## src/rtl/evo_truth_table_tester.sv

```systemverilog
// Stimulus/capture stage for one evolved 5-in/1-out circuit: sweeps all
// input vectors, samples the synchronized output, scores vs expected table.
// Ports: clk, rst_n, start, expected -> dut_in, busy, done, pass,
//        observed, mismatch_count, unstable; dut_out is the async CUT output.
module evo_truth_table_tester #(
  parameter int NUM_INPUTS    = 5,
  parameter int SETTLE_CYCLES = 4,
  parameter int NUM_SAMPLES   = 3
) (
  input  logic                       clk,
  input  logic                       rst_n,
  input  logic                       start,
  input  logic [2**NUM_INPUTS-1:0]   expected,
  output logic [NUM_INPUTS-1:0]      dut_in,
  input  logic                       dut_out,
  output logic                       busy,
  output logic                       done,
  output logic                       pass,
  output logic [2**NUM_INPUTS-1:0]   observed,
  output logic [NUM_INPUTS:0]        mismatch_count,
  output logic                       unstable
);

  localparam int NV   = 2**NUM_INPUTS;
  localparam int CMAX = (SETTLE_CYCLES > NUM_SAMPLES) ?
                        SETTLE_CYCLES : NUM_SAMPLES;
  localparam int CW   = $clog2(CMAX + 1);

  localparam logic [CW-1:0] SET_END = CW'(SETTLE_CYCLES - 1);
  localparam logic [CW-1:0] SMP_END = CW'(NUM_SAMPLES - 1);
  localparam logic [NUM_INPUTS-1:0] IDX_LAST = '1;

  typedef enum logic [1:0] {
    IDLE,
    SETTLE,
    SAMPLE,
    DONE
  } state_t;

  state_t                  r_state;
  logic [CW-1:0]           r_cnt;
  logic [NUM_INPUTS-1:0]   r_idx;
  logic [NV-1:0]           r_exp;
  logic                    r_first;
  logic                    r_sync1;
  logic                    r_sync2;

  logic                    w_first;
  logic                    w_miss;
  logic                    w_flip;
  logic [NUM_INPUTS:0]     w_mm_next;
  logic                    w_unst_next;

  // Two-flop synchronizer; r_sync2 is the sampled signal.
  always_ff @(posedge clk or negedge rst_n) begin
    if (!rst_n) begin
      r_sync1 <= 1'b0;
      r_sync2 <= 1'b0;
    end else begin
      r_sync1 <= dut_out;
      r_sync2 <= r_sync1;
    end
  end

  // Score updates for the current cycle, shared by the FSM
  // and the registered pass computation on entry to DONE.
  always_comb begin
    w_first     = (r_state == SAMPLE) && (r_cnt == '0);
    w_miss      = w_first && (r_sync2 != r_exp[r_idx]);
    w_flip      = (r_state == SAMPLE) && (r_cnt != '0) &&
                  (r_sync2 != r_first);
    w_mm_next   = mismatch_count +
                  {{NUM_INPUTS{1'b0}}, w_miss};
    w_unst_next = unstable | w_flip;
  end

  assign dut_in = r_idx;

  always_ff @(posedge clk or negedge rst_n) begin
    if (!rst_n) begin
      r_state        <= IDLE;
      r_cnt          <= '0;
      r_idx          <= '0;
      r_exp          <= '0;
      r_first        <= 1'b0;
      busy           <= 1'b0;
      done           <= 1'b0;
      pass           <= 1'b0;
      observed       <= '0;
      mismatch_count <= '0;
      unstable       <= 1'b0;
    end else begin
      unique case (r_state)
        IDLE, DONE: begin
          if (start) begin
            r_state        <= SETTLE;
            r_exp          <= expected;
            r_cnt          <= '0;
            r_idx          <= '0;
            busy           <= 1'b1;
            done           <= 1'b0;
            pass           <= 1'b0;
            observed       <= '0;
            mismatch_count <= '0;
            unstable       <= 1'b0;
          end
        end
        SETTLE: begin
          if (r_cnt == SET_END) begin
            r_state <= SAMPLE;
            r_cnt   <= '0;
          end else begin
            r_cnt <= r_cnt + 1'b1;
          end
        end
        SAMPLE: begin
          // First sample defines the observed bit;
          // later ones only detect disagreement.
          if (w_first) begin
            observed[r_idx] <= r_sync2;
            r_first         <= r_sync2;
          end
          mismatch_count <= w_mm_next;
          unstable       <= w_unst_next;
          if (r_cnt == SMP_END) begin
            r_cnt <= '0;
            if (r_idx == IDX_LAST) begin
              r_state <= DONE;
              r_idx   <= '0;
              busy    <= 1'b0;
              done    <= 1'b1;
              pass    <= (w_mm_next == '0) && !w_unst_next;
            end else begin
              r_state <= SETTLE;
              r_idx   <= r_idx + 1'b1;
            end
          end else begin
            r_cnt <= r_cnt + 1'b1;
          end
        end
        default: begin
          r_state <= IDLE;
        end
      endcase
    end
  end

endmodule
```

## config.mk

```make
export PLATFORM = sky130hd
export DESIGN_NAME = evo_truth_table_tester
export DESIGN_NICKNAME = d
export VERILOG_FILES = /design/src/rtl/evo_truth_table_tester.sv
export SDC_FILE = /design/constraint.sdc
export NUM_CORES = 1
export LEC_CHECK = 0
export CAP_MARGIN = 10
export CORE_MARGIN = 2
export CORE_UTILIZATION = 52
export CTS_BUF_LIST = sky130_fd_sc_hd__clkbuf_4 sky130_fd_sc_hd__clkbuf_8 sky130_fd_sc_hd__clkbuf_16
export CTS_CLUSTER_DIAMETER = 100
export DETAILED_ROUTE_END_ITERATION = 7
export GPL_TIMING_DRIVEN = 0
export PLACE_DENSITY = 0.91
export SYNTH_ARGS = -nofsm -noshare
export SYNTH_HDL_FRONTEND = slang
export SYNTH_SLANG_ARGS = --single-unit
```

## constraint.sdc

```tcl
create_clock -name clk -period 3.35 [get_ports clk]
set_input_delay 0.5025 -clock clk [delete_from_list [all_inputs] [get_ports clk]]
set_output_delay 0.5025 -clock clk [all_outputs]
set_load 0.01 [all_outputs]
```

# Yosys cells after proc, flatten, opt, wreduce, memory -nomap -nowiden
# Index checks and enable logic that the tools add are counted.
[totals]
word_cells = 87
input_bits = 36
reg_bits = 87
out_inout_bits = 47
[classes]
magnitude_cmp = 2
muxes = 35
n_eq_ne = 13
add_sub_neg = 3
bitwise_logic = 1
n_reduce_logical = 20
[op_table]
columns = ["cell", "count"]
rows = [
  ["2-to-1 mux 32 bit", 2],
  ["one-hot mux 32 bit (2 select lines)", 1],
  ["bitwise mux 32 bit", 1],
  ["2-to-1 mux 5 bit", 3],
  ["one-hot mux 6 bit (2 select lines)", 1],
  ["2-to-1 mux 1 bit", 10],
  ["one-hot mux 5 bit (2 select lines)", 1],
  ["2-to-1 mux 3 bit", 3],
  ["one-hot mux 3 bit (3 select lines)", 1],
  ["AND reduction 3 bit", 3],
  ["2-to-1 mux 2 bit", 4],
  ["one-hot mux 1 bit (2 select lines)", 4],
  ["adder 6 x 1 -> 6 bit", 1],
  ["== test 3 x 2 -> 1 bit (second input constant)", 2],
  ["logical AND 1 bit", 6],
  ["zero test 6 bit", 1],
  ["less-than comparator 5 x 6 -> 1 bit (second input constant)", 1],
  ["2-to-1 mux 6 bit", 1],
  ["inequality test 2 bit (second input constant)", 3],
  ["one-hot mux 2 bit (3 select lines)", 1],
  ["AND reduction 2 bit", 3],
  ["adder 5 x 1 -> 5 bit (second input constant)", 1],
  ["binary-select mux 1 bit (select 5 bit)", 1],
  ["demux 1 bit (select 5 bit)", 1],
  ["other kinds (15)", 18],
]

# Depth between registers and ports, before layout
# Gate-level depths: netlist of the first run.
[depth]
depth_word = 10
ltp_mapped = 13
mapped_depth_nobuf = 12

# Least setup slack after synthesis of the first run
# No wires, ideal clock.
[synth_path]
path_kind = "register to register"
startpoint = "register r_idx[0], in the netlist dut_in[0]"
endpoint = "register pass"
setup_time_ps = 83
path_stages_with_launch = 12
setup_slack_ps = 596
arrival_time_ps = 2671
path_buffers = 1
period_less_slack_ps = 2754
path_cell_list = "dfrtp_1 > buf_6 > mux4_2 > a222oi_1 > nand3_1 > mux2i_1 > ha_1 > ha_1 > or3_1 > nand2_1 > a31oi_1 > o21ai_0"
[synth_via]
elab_chain_len = 10
elab_cells_between_ends = 13
[synth_lines]
columns = ["item", "line_no", "rtl"]
rows = [
  ["from (decl)", "42", "logic [NUM_INPUTS-1:0] r_idx;"],
  ["from (signal assigned)", "135", "r_idx <= r_idx + 1'b1;"],
  ["binary-select mux 1 bit (select 5 bit)", "69", "w_miss = w_first && (r_sync2 != r_exp[r_idx]);"],
  ["2-to-1 mux 1 bit (implied by the code)", "69", ""],
  ["inequality test 1 bit", "69", ""],
  ["logical AND 1 bit", "69", ""],
  ["adder 6 x 1 -> 6 bit", "72", "w_mm_next = mismatch_count +"],
  ["zero test 6 bit", "132", "pass <= (w_mm_next == '0) && !w_unst_next;"],
  ["logical AND 1 bit", "132", ""],
  ["2-to-1 mux 1 bit", "127", "if (r_idx == IDX_LAST) begin"],
  ["2-to-1 mux 1 bit", "125", "if (r_cnt == SMP_END) begin"],
  ["one-hot mux 1 bit (2 select lines)", "93", "unique case (r_state)"],
  ["to (signal assigned)", "132", ""],
  ["to (decl)", "18", "output logic pass,"],
]
# Several ways; a longest one is shown, not always the timed one. The select of a mux whose other input is x is not followed.
# A chain may end at the register's enable or synchronous reset.

# Worst setup path in the final report of the first run
# Same ends and word-level chain as after synthesis.

==> impl_metrics.py, run 1 <==
metrics = {
    "critical_path": {
        "path_class": "reg2reg",
        "rrSetupSlack_ns": 0.23,
        "cp_cell_sequence": "buf_6 > mux4_2 > a222oi_1 > nand3_1 > mux2i_1 > ha_1 > ha_1 > or3_1 > nand2_1 > a31oi_1 > o21ai_0",
        "critPathSlowestCell": "mux4_2",
        "path_max_fanout": 8,
        "r2r_cells": 11,
        "worstSetupEndpointType": "flip-flop",
        "reg2reg_from": "dut_in[0]$_DFFE_PN0P_",
        "crit_top_cell": "ha_1",
        "max_stage_delay_ns": 0.51,
        "arrival_ns": 3.39,
        "worstPathRequired_ns": 3.62,
        "startpoint_type": "flip-flop",
        "r2r-end": "pass$_DFFE_PN0P_",
        "crit_family": "multiplexers",
        "path_buf_inv": 1,
    },
    "finish": {
        "final_cell_mix": "87 x dfrtp_1, 84 x o21ai_0, 81 x clkdlybuf4s50_1",
        "final_layout_size_suffix_gt1_share_pct": 12.9,
        "diodes": 0,
        "finalNonFillerCells": 603,
        "fin_area_um2": 5560,
        "nets": 544,
        "final_common_cell": "dfrtp_1",
        "area_growth_pct": 29.2,
    },
    "global_route": {
        "grt_max_degree": 73,
        "overflow": 0,
        "grt_pass1_vias": 3584,
        "grt_pass1_wl_um": 17500,
        "grt_usage_pct": 25.5,
        "grt_antenna_before_repair": 0,
    },
    "pwr": {
        "pwr-share-seq_pct": 38.7,
        "power_frac_comb_pct": 35.3,
        "peakVddDrop_mv": 0.408,
        "sw_frac_of_total_pct": 33.7,
        "switchingPower_mw": 1.26,
        "p_leak_nw": 2.32,
        "power_frac_clock_pct": 26.0,
        "p_per_area_nw_per_um2": 670,
        "p_int_mw": 2.47,
    },
    "detailed_routing": {
        "routed_wl_um": 10900,
        "ant_nets": 0,
        "routedWlPerCell_um": 18.1,
        "first_iter_violations": 283,
        "drt_first_pass_iters": 5,
        "vias_per_cell": 6.08,
        "drc": 0,
        "via_count": 3667,
    },
    "yosys": {
        "synthCells": 399,
        "ys_warn_count": 0,
        "syn_nets": 450,
        "synthSimpleGateAreaFrac_pct": 8.69,
        "synth_compound_area_share_pct": 20.2,
        "yosysSeqAreaShare_pct": 50.6,
        "yosys.area.top_type": "dfrtp_1",
        "synth_area_leaders": "dfrtp_1 51%, o21ai_0 9.8%, mux2_2 8.4%, a21boi_0 5.6%, ha_1 4.4%",
        "synthXorXnorAreaFrac_pct": 0.407,
        "synthArstFlopShare_pct": 100,
        "synthFlopType": "dfrtp_1",
        "synth-edff-count": 0,
        "synth-adder-area-share_pct": 4.36,
        "synth_top_family_by_area": "compound AO/OA/AOI/OAI gates",
        "ys_seq_elements": 87,
        "synth.top_cell.area_share_pct": 50.6,
        "syn_area_um2": 4310,
        "synthMuxAreaShare_pct": 12.4,
        "syn_area_per_cell_um2": 10.8,
        "ys_types": 41,
    },
    "sta": {
        "finalWorstSetupSlack_ns": 0.230,
        "min_period_ns": 3.12,
        "tightest_slew_ns": 0.753,
        "finalCritPeriodShare_pct": 93.1,
        "fmax_mhz": 321,
        "rsz0062_at_grt": "false",
        "fin_hold_ws_ns": 0.00528,
        "slew_violations": 0,
        "slew_headroom_pct": 49.2,
        "final-hold-violation-count": 0,
        "skew_ns": 0.0119,
        "setup_viol": 0,
    },
    "clocking": {
        "ctsLongestPathBuffers": 2,
        "cts_sinks": 87,
        "numCtsBuffers": 9,
        "clock-root-buffer": "clkbuf_8",
        "cts_tree": "yes",
        "clkLatencyLatePin_ns": 0.36,
        "cts.clk_slew.worst_paths_ns": 0.08,
        "htreeDepth": 3,
    },
    "placement": {
        "io_buffers": 82,
        "post-place-ws_ns": 0.194,
        "placed_cells": 587,
        "dpl-instance-area_um2": 5280,
        "gp_congestion": 0.936,
        "dp_hpwl_um": 7940,
    },
    "status": {
        "status": "finished clean",
    },
    "worst_hold_path": {
        "hp-class": "in2async",
    },
    "floorplan": {
        "die_height_um": 95.0,
        "ios": 83,
        "initial_core_util_pct": 52.9,
        "die_x_um": 95.0,
        "rows": 33,
        "die-area_um2": 9030,
        "core-area_um2": 8130,
    },
    "flow_run": {
        "cap_violations": 0,
    },
}
==> registers in the layout, indices dropped and copies added, names as in the netlist <==
signal / flops
observed: 32
r_exp: 32
mismatch_count: 6
dut_in: 5
r_cnt: 3
r_state: 2
busy: 1
done: 1
pass: 1
r_first: 1
r_sync1: 1
r_sync2: 1
unstable: 1
==> through the flow <==
stage                     setup TNS, ns  utilization, %  power (mW)
after global routing                  0            68.4        3.93
final                                 0            68.4        3.73
after global placement          -102.96            64.7        2.65
after detailed placement              0            65.0        2.75
after floorplan                       0               -        2.35
after CTS                             0            68.3        3.72
==> logic make-up after synthesis <==
family | Yosys count
XOR/XNOR | 2
AND/OR/NAND/NOR | 69
AO/OA/AOI/OAI | 144
flip-flops | 87
adder cells (fa/ha/maj) | 15
multiplexers | 47
buffers and inverters | 35
==> synth_stat cells (2+ instances only) <==
| cell type | count |
|---|---|
| dfrtp_1 | 87 |
| o21ai_0 | 84 |
| a21boi_0 | 32 |
| mux2_2 | 32 |
| nand2_1 | 19 |
| ha_1 | 15 |
| clkbuf_1 | 14 |
| mux2i_1 | 13 |
| inv_1 | 12 |
| nand3_1 | 12 |
| and3_1 | 5 |
| buf_2 | 5 |
| nand3b_1 | 5 |
| nor3_1 | 5 |
| a21o_1 | 4 |
| a21oi_1 | 4 |
| a22o_1 | 4 |
| nor2b_1 | 4 |
| nor3b_1 | 4 |
| o22ai_1 | 4 |
| buf_1 | 3 |
| nand2b_1 | 3 |
| nor2_1 | 3 |
| o31ai_1 | 3 |
| a31oi_1 | 2 |
| a32o_1 | 2 |
| mux4_2 | 2 |
| o221ai_1 | 2 |
| or3_1 | 2 |
| or3b_2 | 2 |
==> cell type report <==
cell class	count	area [um^2]
inverter	12	45.0
clock inverter	5	129
fill	592	2570
buffer	23	101
tap	105	131
multi-input combinational	277	1990
sequential	87	2180
clock buffer	11	145
timing repair buffer	83	846
==> layer usage <==
metal,share of wire [%],vias to the layer above,track usage (%)
met5,0,-,0
met2,51,205,43.0
met3,7.9,28,4.07
met1,39,1787,32.9
li1,-,1647,-
met4,2.4,0,10.3
==> what timing repair did <==
item,4_1_cts,5_1_grt
endpoints found under the setup margin,0,1
hold buffers,0,0
buffers inserted,0,0
gates resized for setup,0,3
==> power groups by stage <==
stage          combinational (mW)  sequential [mW]  clock (mW)
6_report                     1.31             1.44       0.971
5_1_grt                      1.43             1.47        1.03
4_1_cts                      1.30             1.44       0.978
3_5_place_dp                 1.29             1.46           0
3_3_place_gp                 1.21             1.43           0
2_1_floorplan               0.932             1.41           0
==> worst max path at each step <==
stage                      startpoint              endpoint  slack [ns]  depth (start not counted)
2_1_floorplan   dut_in[0]$_DFFE_PN0P_      pass$_DFFE_PN0P_        0.60                         11
3_3_place_gp                    rst_n  r_exp[6]$_DFFE_PN0P_       -1.19                          1
3_5_place_dp   r_state[0]$_DFFE_PN0P_      pass$_DFFE_PN0P_        0.19                         13
4_1_cts        r_state[0]$_DFFE_PN0P_      pass$_DFFE_PN0P_        0.18                         13
5_1_grt         dut_in[1]$_DFFE_PN0P_      pass$_DFFE_PN0P_        0.01                         13
6_report        dut_in[0]$_DFFE_PN0P_      pass$_DFFE_PN0P_        0.23                         11
No activity file was read; power rests on OpenSTA's default activity.
==> run 2, diff against run 1 <==
Settings changed: CORE_ASPECT_RATIO set to 1.1.
==> impl_metrics.py, run 2 (synthesized netlist as in run 1, its figures left out) <==
metrics = {
    "status": {
        "status": "finished clean",
    },
    "floorplan": {
        "die_height_um": 99.4,
        "ios": 83,
        "initial_core_util_pct": 54.1,
        "rows": 34,
        "die-area_um2": 9030,
        "core-area_um2": 7960,
        "die_x_um": 90.8,
    },
    "detailed_routing": {
        "ant_nets": 0,
        "routedWlPerCell_um": 18.0,
        "first_iter_violations": 272,
        "vias_per_cell": 6.00,
        "drc": 0,
        "routed_wl_um": 10900,
        "via_count": 3643,
        "drt_first_pass_iters": 5,
    },
    "clocking": {
        "cts.clk_slew.worst_paths_ns": 0.08,
        "numCtsBuffers": 9,
        "ctsLongestPathBuffers": 2,
        "htreeDepth": 3,
        "clock-root-buffer": "clkbuf_8",
        "cts_sinks": 87,
        "clkLatencyLatePin_ns": 0.36,
        "cts_tree": "yes",
    },
    "critical_path": {
        "path_buf_inv": 2,
        "crit_family": "buffers and inverters",
        "worstSetupEndpointType": "flip-flop",
        "cp_cell_sequence": "buf_2 > buf_2 > mux2i_1 > o22ai_1 > o21ai_0 > nand3_1 > mux2i_1 > ha_1 > ha_1 > or3_1 > nand2_1 > a31oi_1 > o21ai_0",
        "critPathSlowestCell": "dfrtp_1",
        "path_class": "reg2reg",
        "max_stage_delay_ns": 0.44,
        "startpoint_type": "flip-flop",
        "path_max_fanout": 10,
        "arrival_ns": 3.46,
        "worstPathRequired_ns": 3.62,
    },
    "pwr": {
        "peakVddDrop_mv": 0.417,
        "power_frac_clock_pct": 25.6,
        "switchingPower_mw": 1.24,
        "p_per_area_nw_per_um2": 664,
        "p_int_mw": 2.45,
        "power_frac_comb_pct": 35.4,
        "p_leak_nw": 2.31,
        "sw_frac_of_total_pct": 33.6,
        "pwr-share-seq_pct": 39.1,
    },
    "placement": {
        "io_buffers": 82,
        "gp_congestion": 0.935,
        "placed_cells": 590,
        "post-place-ws_ns": 0.0885,
        "dp_hpwl_um": 8070,
    },
    "sta": {
        "slew_violations": 0,
        "slew_headroom_pct": 55.1,
        "min_period_ns": 3.20,
        "finalSetupTns_ns": 0,
        "finalWorstSetupSlack_ns": 0.154,
        "setup_viol": 0,
        "rsz0062_at_grt": "false",
        "fmax_mhz": 313,
        "finalCritPeriodShare_pct": 95.4,
        "skew_ns": 0.00979,
        "final-hold-violation-count": 0,
        "tightest_slew_ns": 0.674,
    },
    "global_route": {
        "grt_antenna_before_repair": 0,
        "grt_pass1_wl_um": 17600,
        "grt_pass1_vias": 3487,
        "grt_max_degree": 77,
        "grt_usage_pct": 24.8,
        "overflow": 0,
    },
    "finish": {
        "nets": 545,
        "final_cell_mix": "87 x dfrtp_1, 84 x o21ai_0, 81 x clkdlybuf4s50_1",
        "final_common_cell": "dfrtp_1",
        "final_layout_size_suffix_gt1_share_pct": 12.8,
        "finalNonFillerCells": 607,
        "diodes": 0,
        "area_growth_pct": 29.2,
        "largestRegisters": "observed: 32 flops, r_exp: 32 flops, mismatch_count: 6 flops",
    },
    "flow_run": {
        "cap_violations": 0,
    },
    "worst_hold_path": {
        "hp-class": "reg2reg",
    },
}
[run 2: power by group through the flow]
stage | Clock [mW] | Combinational [mW] | Sequential (mW)
floorplan | 0 | 0.932 | 1.41
global placement | 0 | 1.21 | 1.43
detailed placement | 0 | 1.28 | 1.46
CTS | 0.952 | 1.30 | 1.44
global route | 0.998 | 1.43 | 1.47
finish | 0.944 | 1.31 | 1.44
[run 2: final timing paths]
path                                                 end  slack (ns)  cells past startpoint                   from
min in group asynchronous  mismatch_count[3]$_DFFE_PN0P_        0.53                      2                  rst_n
hold reg to reg                        r_sync2$_DFF_PN0_        0.38                      0      r_sync1$_DFF_PN0_
setup / recovery                        pass$_DFFE_PN0P_        0.15                     13  dut_in[1]$_DFFE_PN0P_
setup reg to reg                        pass$_DFFE_PN0P_        0.15                     13  dut_in[1]$_DFFE_PN0P_
max in group asynchronous          r_exp[29]$_DFFE_PN0P_        2.21                      3                  rst_n
hold / removal                         r_sync2$_DFF_PN0_        0.38                      0      r_sync1$_DFF_PN0_
[run 2: per-layer routing]
layer | up-vias | wire (um) | GRT usage [%] | part of all wire [%]
li1 | 1637 | - | - | -
met1 | 1783 | 4330 | 30.4 | 40
met2 | 190 | 5570 | 43.4 | 51
met3 | 33 | 704 | 3.56 | 6.5
met4 | 0 | 299 | 11.9 | 2.7
met5 | - | 0 | 0 | 0
[run 2: cell type report]
class	instances	area [um^2]
Buffer	23	103
Sequential cell	87	2180
Multi-Input combinational cell	277	1980
Clock inverter	6	133
Clock buffer	10	131
Inverter	12	45.0
Tap cell	108	135
Timing Repair Buffer	84	856
Fill cell	604	2390
[run 2: per-stage QoR]
step | hold WS (ns) | cell area (um^2) | total power [mW] | util (%)
5_1_grt | 0.394 | 5560 | 3.90 | 69.9
6_report | 0.376 | 5560 | 3.69 | 69.9
3_3_place_gp | 0.345 | 5260 | 2.65 | 66.2
3_5_place_dp | 0.362 | 5290 | 2.74 | 66.5
2_1_floorplan | 0.207 | 4310 | 2.35 | -
4_1_cts | 0.384 | 5560 | 3.69 | 69.9
[run 2: repair_timing]
item                                   in CTS  in global routing
endpoints found under the hold margin      11                  0
setup endpoints to repair                   0                  3
hold buffers                                1                  0
buffers inserted                            0                  0
resized for setup                           0                  4
==> run 3, diff against run 2 <==
Settings changed: CORE_UTILIZATION 52 to 60, DONT_BUFFER_PORTS set to 1, PLACE_DENSITY 0.91 to 0.87.
==> impl_metrics.py, run 3 (synthesized netlist as in run 1, its figures left out) <==
metrics = {
    "finish": {
        "fin_area_um2": 4670,
        "final_cell_mix": "87 x dfrtp_1, 84 x o21ai_0, 32 x a21boi_0, 32 x mux2_2, 19 x nand2_1",
        "final_layout_size_suffix_gt1_share_pct": 15.9,
        "area_growth_pct": 8.34,
        "largestRegisters": "observed: 32 flops, r_exp: 32 flops, mismatch_count: 6 flops",
        "finalNonFillerCells": 501,
        "final_common_cell": "dfrtp_1",
        "diodes": 0,
        "nets": 462,
    },
    "floorplan": {
        "die_height_um": 92.9,
        "ios": 83,
        "initial_core_util_pct": 61.8,
        "die-area_um2": 7870,
        "core-area_um2": 6970,
        "rows": 32,
        "die_x_um": 84.8,
    },
    "sta": {
        "tightest_slew_ns": 0.705,
        "finalCritPeriodShare_pct": 94.7,
        "final-hold-violation-count": 0,
        "setup_viol": 0,
        "skew_ns": 0.0122,
        "slew_violations": 0,
        "slew_headroom_pct": 52.5,
        "min_period_ns": 3.17,
        "fmax_mhz": 315,
    },
    "global_route": {
        "grt_max_degree": 88,
        "grt_pass1_wl_um": 15800,
        "overflow": 0,
        "grt_usage_pct": 25.7,
        "grt_antenna_before_repair": 0,
        "grt_pass1_vias": 3227,
    },
    "detailed_routing": {
        "ant_nets": 0,
        "drc": 0,
        "first_iter_violations": 401,
        "vias_per_cell": 6.48,
        "via_count": 3247,
        "routed_wl_um": 9910,
        "routedWlPerCell_um": 19.8,
        "drt_first_pass_iters": 5,
    },
    "clocking": {
        "clkLatencyLatePin_ns": 0.37,
        "htreeDepth": 3,
        "numCtsBuffers": 9,
        "cts.clk_slew.worst_paths_ns": 0.09,
        "ctsLongestPathBuffers": 2,
        "postCtsSetupBuffers": 0,
        "cts_sinks": 87,
        "clock-root-buffer": "clkbuf_8",
        "cts_tree": "yes",
    },
    "critical_path": {
        "worstPathRequired_ns": 3.63,
        "crit_top_cell": "ha_1",
        "path_buf_inv": 1,
        "path_class": "reg2reg",
        "arrival_ns": 3.45,
        "cp_cell_sequence": "clkbuf_4 > or3b_2 > o221ai_1 > a222oi_1 > nand3_1 > mux2i_1 > ha_1 > ha_1 > xnor2_1 > and3_1 > nand4_1 > o21ai_0",
        "startpoint_type": "flip-flop",
        "worstSetupEndpointType": "flip-flop",
        "critPathSlowestCell": "or3b_2",
        "crit_family": "simple AND/OR/NAND/NOR gates",
        "max_stage_delay_ns": 0.54,
        "path_max_fanout": 10,
    },
    "status": {
        "status": "finished clean",
    },
    "placement": {
        "io_buffers": 0,
        "dpl-instance-area_um2": 4410,
        "dp_hpwl_um": 7040,
        "gp_congestion": 0.901,
        "placed_cells": 484,
    },
    "flow_run": {
        "cap_violations": 0,
    },
    "pwr": {
        "p_leak_nw": 2.00,
        "peakVddDrop_mv": 0.463,
        "p_per_area_nw_per_um2": 731,
    },
    "worst_hold_path": {
        "hp-class": "in2async",
    },
}
-- run 3: cell count changes in the layout (fill, tap and decap cells not counted), sizes merged --
| cell | before | now |
|---|---|---|
| clkinv | 1 | 2 |
| bufinv | 4 | 1 |
| clkbuf | 24 | 26 |
| buf | 11 | 7 |
| dlygate4sd3 | 1 | 0 |
| clkdlybuf4s50 | 81 | 0 |
| clkinvlp | 1 | 0 |
| inv | 12 | 16 |
-- run 3: power breakdown --
part           total [mW]  internal, mW  leakage [nW]  switching [mW]
logic                1.22         0.525         0.763           0.691
registers            1.44          1.30          1.13           0.145
clock network       0.754         0.355         0.106           0.399
total                3.41          2.18          2.00            1.24
-- run 3: final cells by class --
type	count	area (um^2)
Multi-Input combinational cell	277	2000
Clock inverter	7	77.6
Tap cell	85	106
Timing Repair Buffer	1	27.5
Inverter	12	45.0
Buffer	23	111
Clock buffer	9	124
Sequential cell	87	2180
Fill cell	522	2300
-- run 3: final timing paths --
kind	from	to	slack (ns)	cells past startpoint
min in group clk	dut_out	r_sync1$_DFF_PN0_	0.16	0
max in group asynchronous	rst_n	r_exp[26]$_DFFE_PN0P_	2.99	1
worst min-delay path	rst_n	observed[15]$_DFFE_PN0P_	0.03	1
worst max register to register	dut_in[3]$_DFFE_PN0P_	pass$_DFFE_PN0P_	0.18	12
worst max-delay path	dut_in[3]$_DFFE_PN0P_	pass$_DFFE_PN0P_	0.18	12
worst min register to register	r_sync1$_DFF_PN0_	r_sync2$_DFF_PN0_	0.36	0
-- run 3: timing repair --
item,4_1_cts,5_1_grt
resized for setup,0,12
hold endpoints to repair,87,0
hold buffers,1,0
endpoints found under the setup margin,0,3
-- run 3: through the flow --
step / TNS (ns) / util [%] / hold slack [ns] / setup slack (ns) / power [mW]
2_1_floorplan: 0 / - / 0.207 / 0.596 / 2.35
3_3_place_gp: 0 / 63.3 / 0.209 / 0.261 / 2.56
3_5_place_dp: 0 / 63.3 / 0.211 / 0.151 / 2.64
4_1_cts: 0 / 66.6 / 0.0453 / 0.122 / 3.41
5_1_grt: -0.0433 / 67.0 / 0.0619 / -0.0433 / 3.61
6_report: 0 / 67.0 / 0.0272 / 0.178 / 3.41
-- run 3: per-layer routing --
| layer | global-route usage, % | vias up | wire, um |
|---|---|---|---|
| li1 | - | 1469 | - |
| met1 | 30.9 | 1597 | 3880 |
| met2 | 40.6 | 155 | 4900 |
| met3 | 8.38 | 26 | 834 |
| met4 | 14.8 | 0 | 291 |
| met5 | 0 | - | 0 |
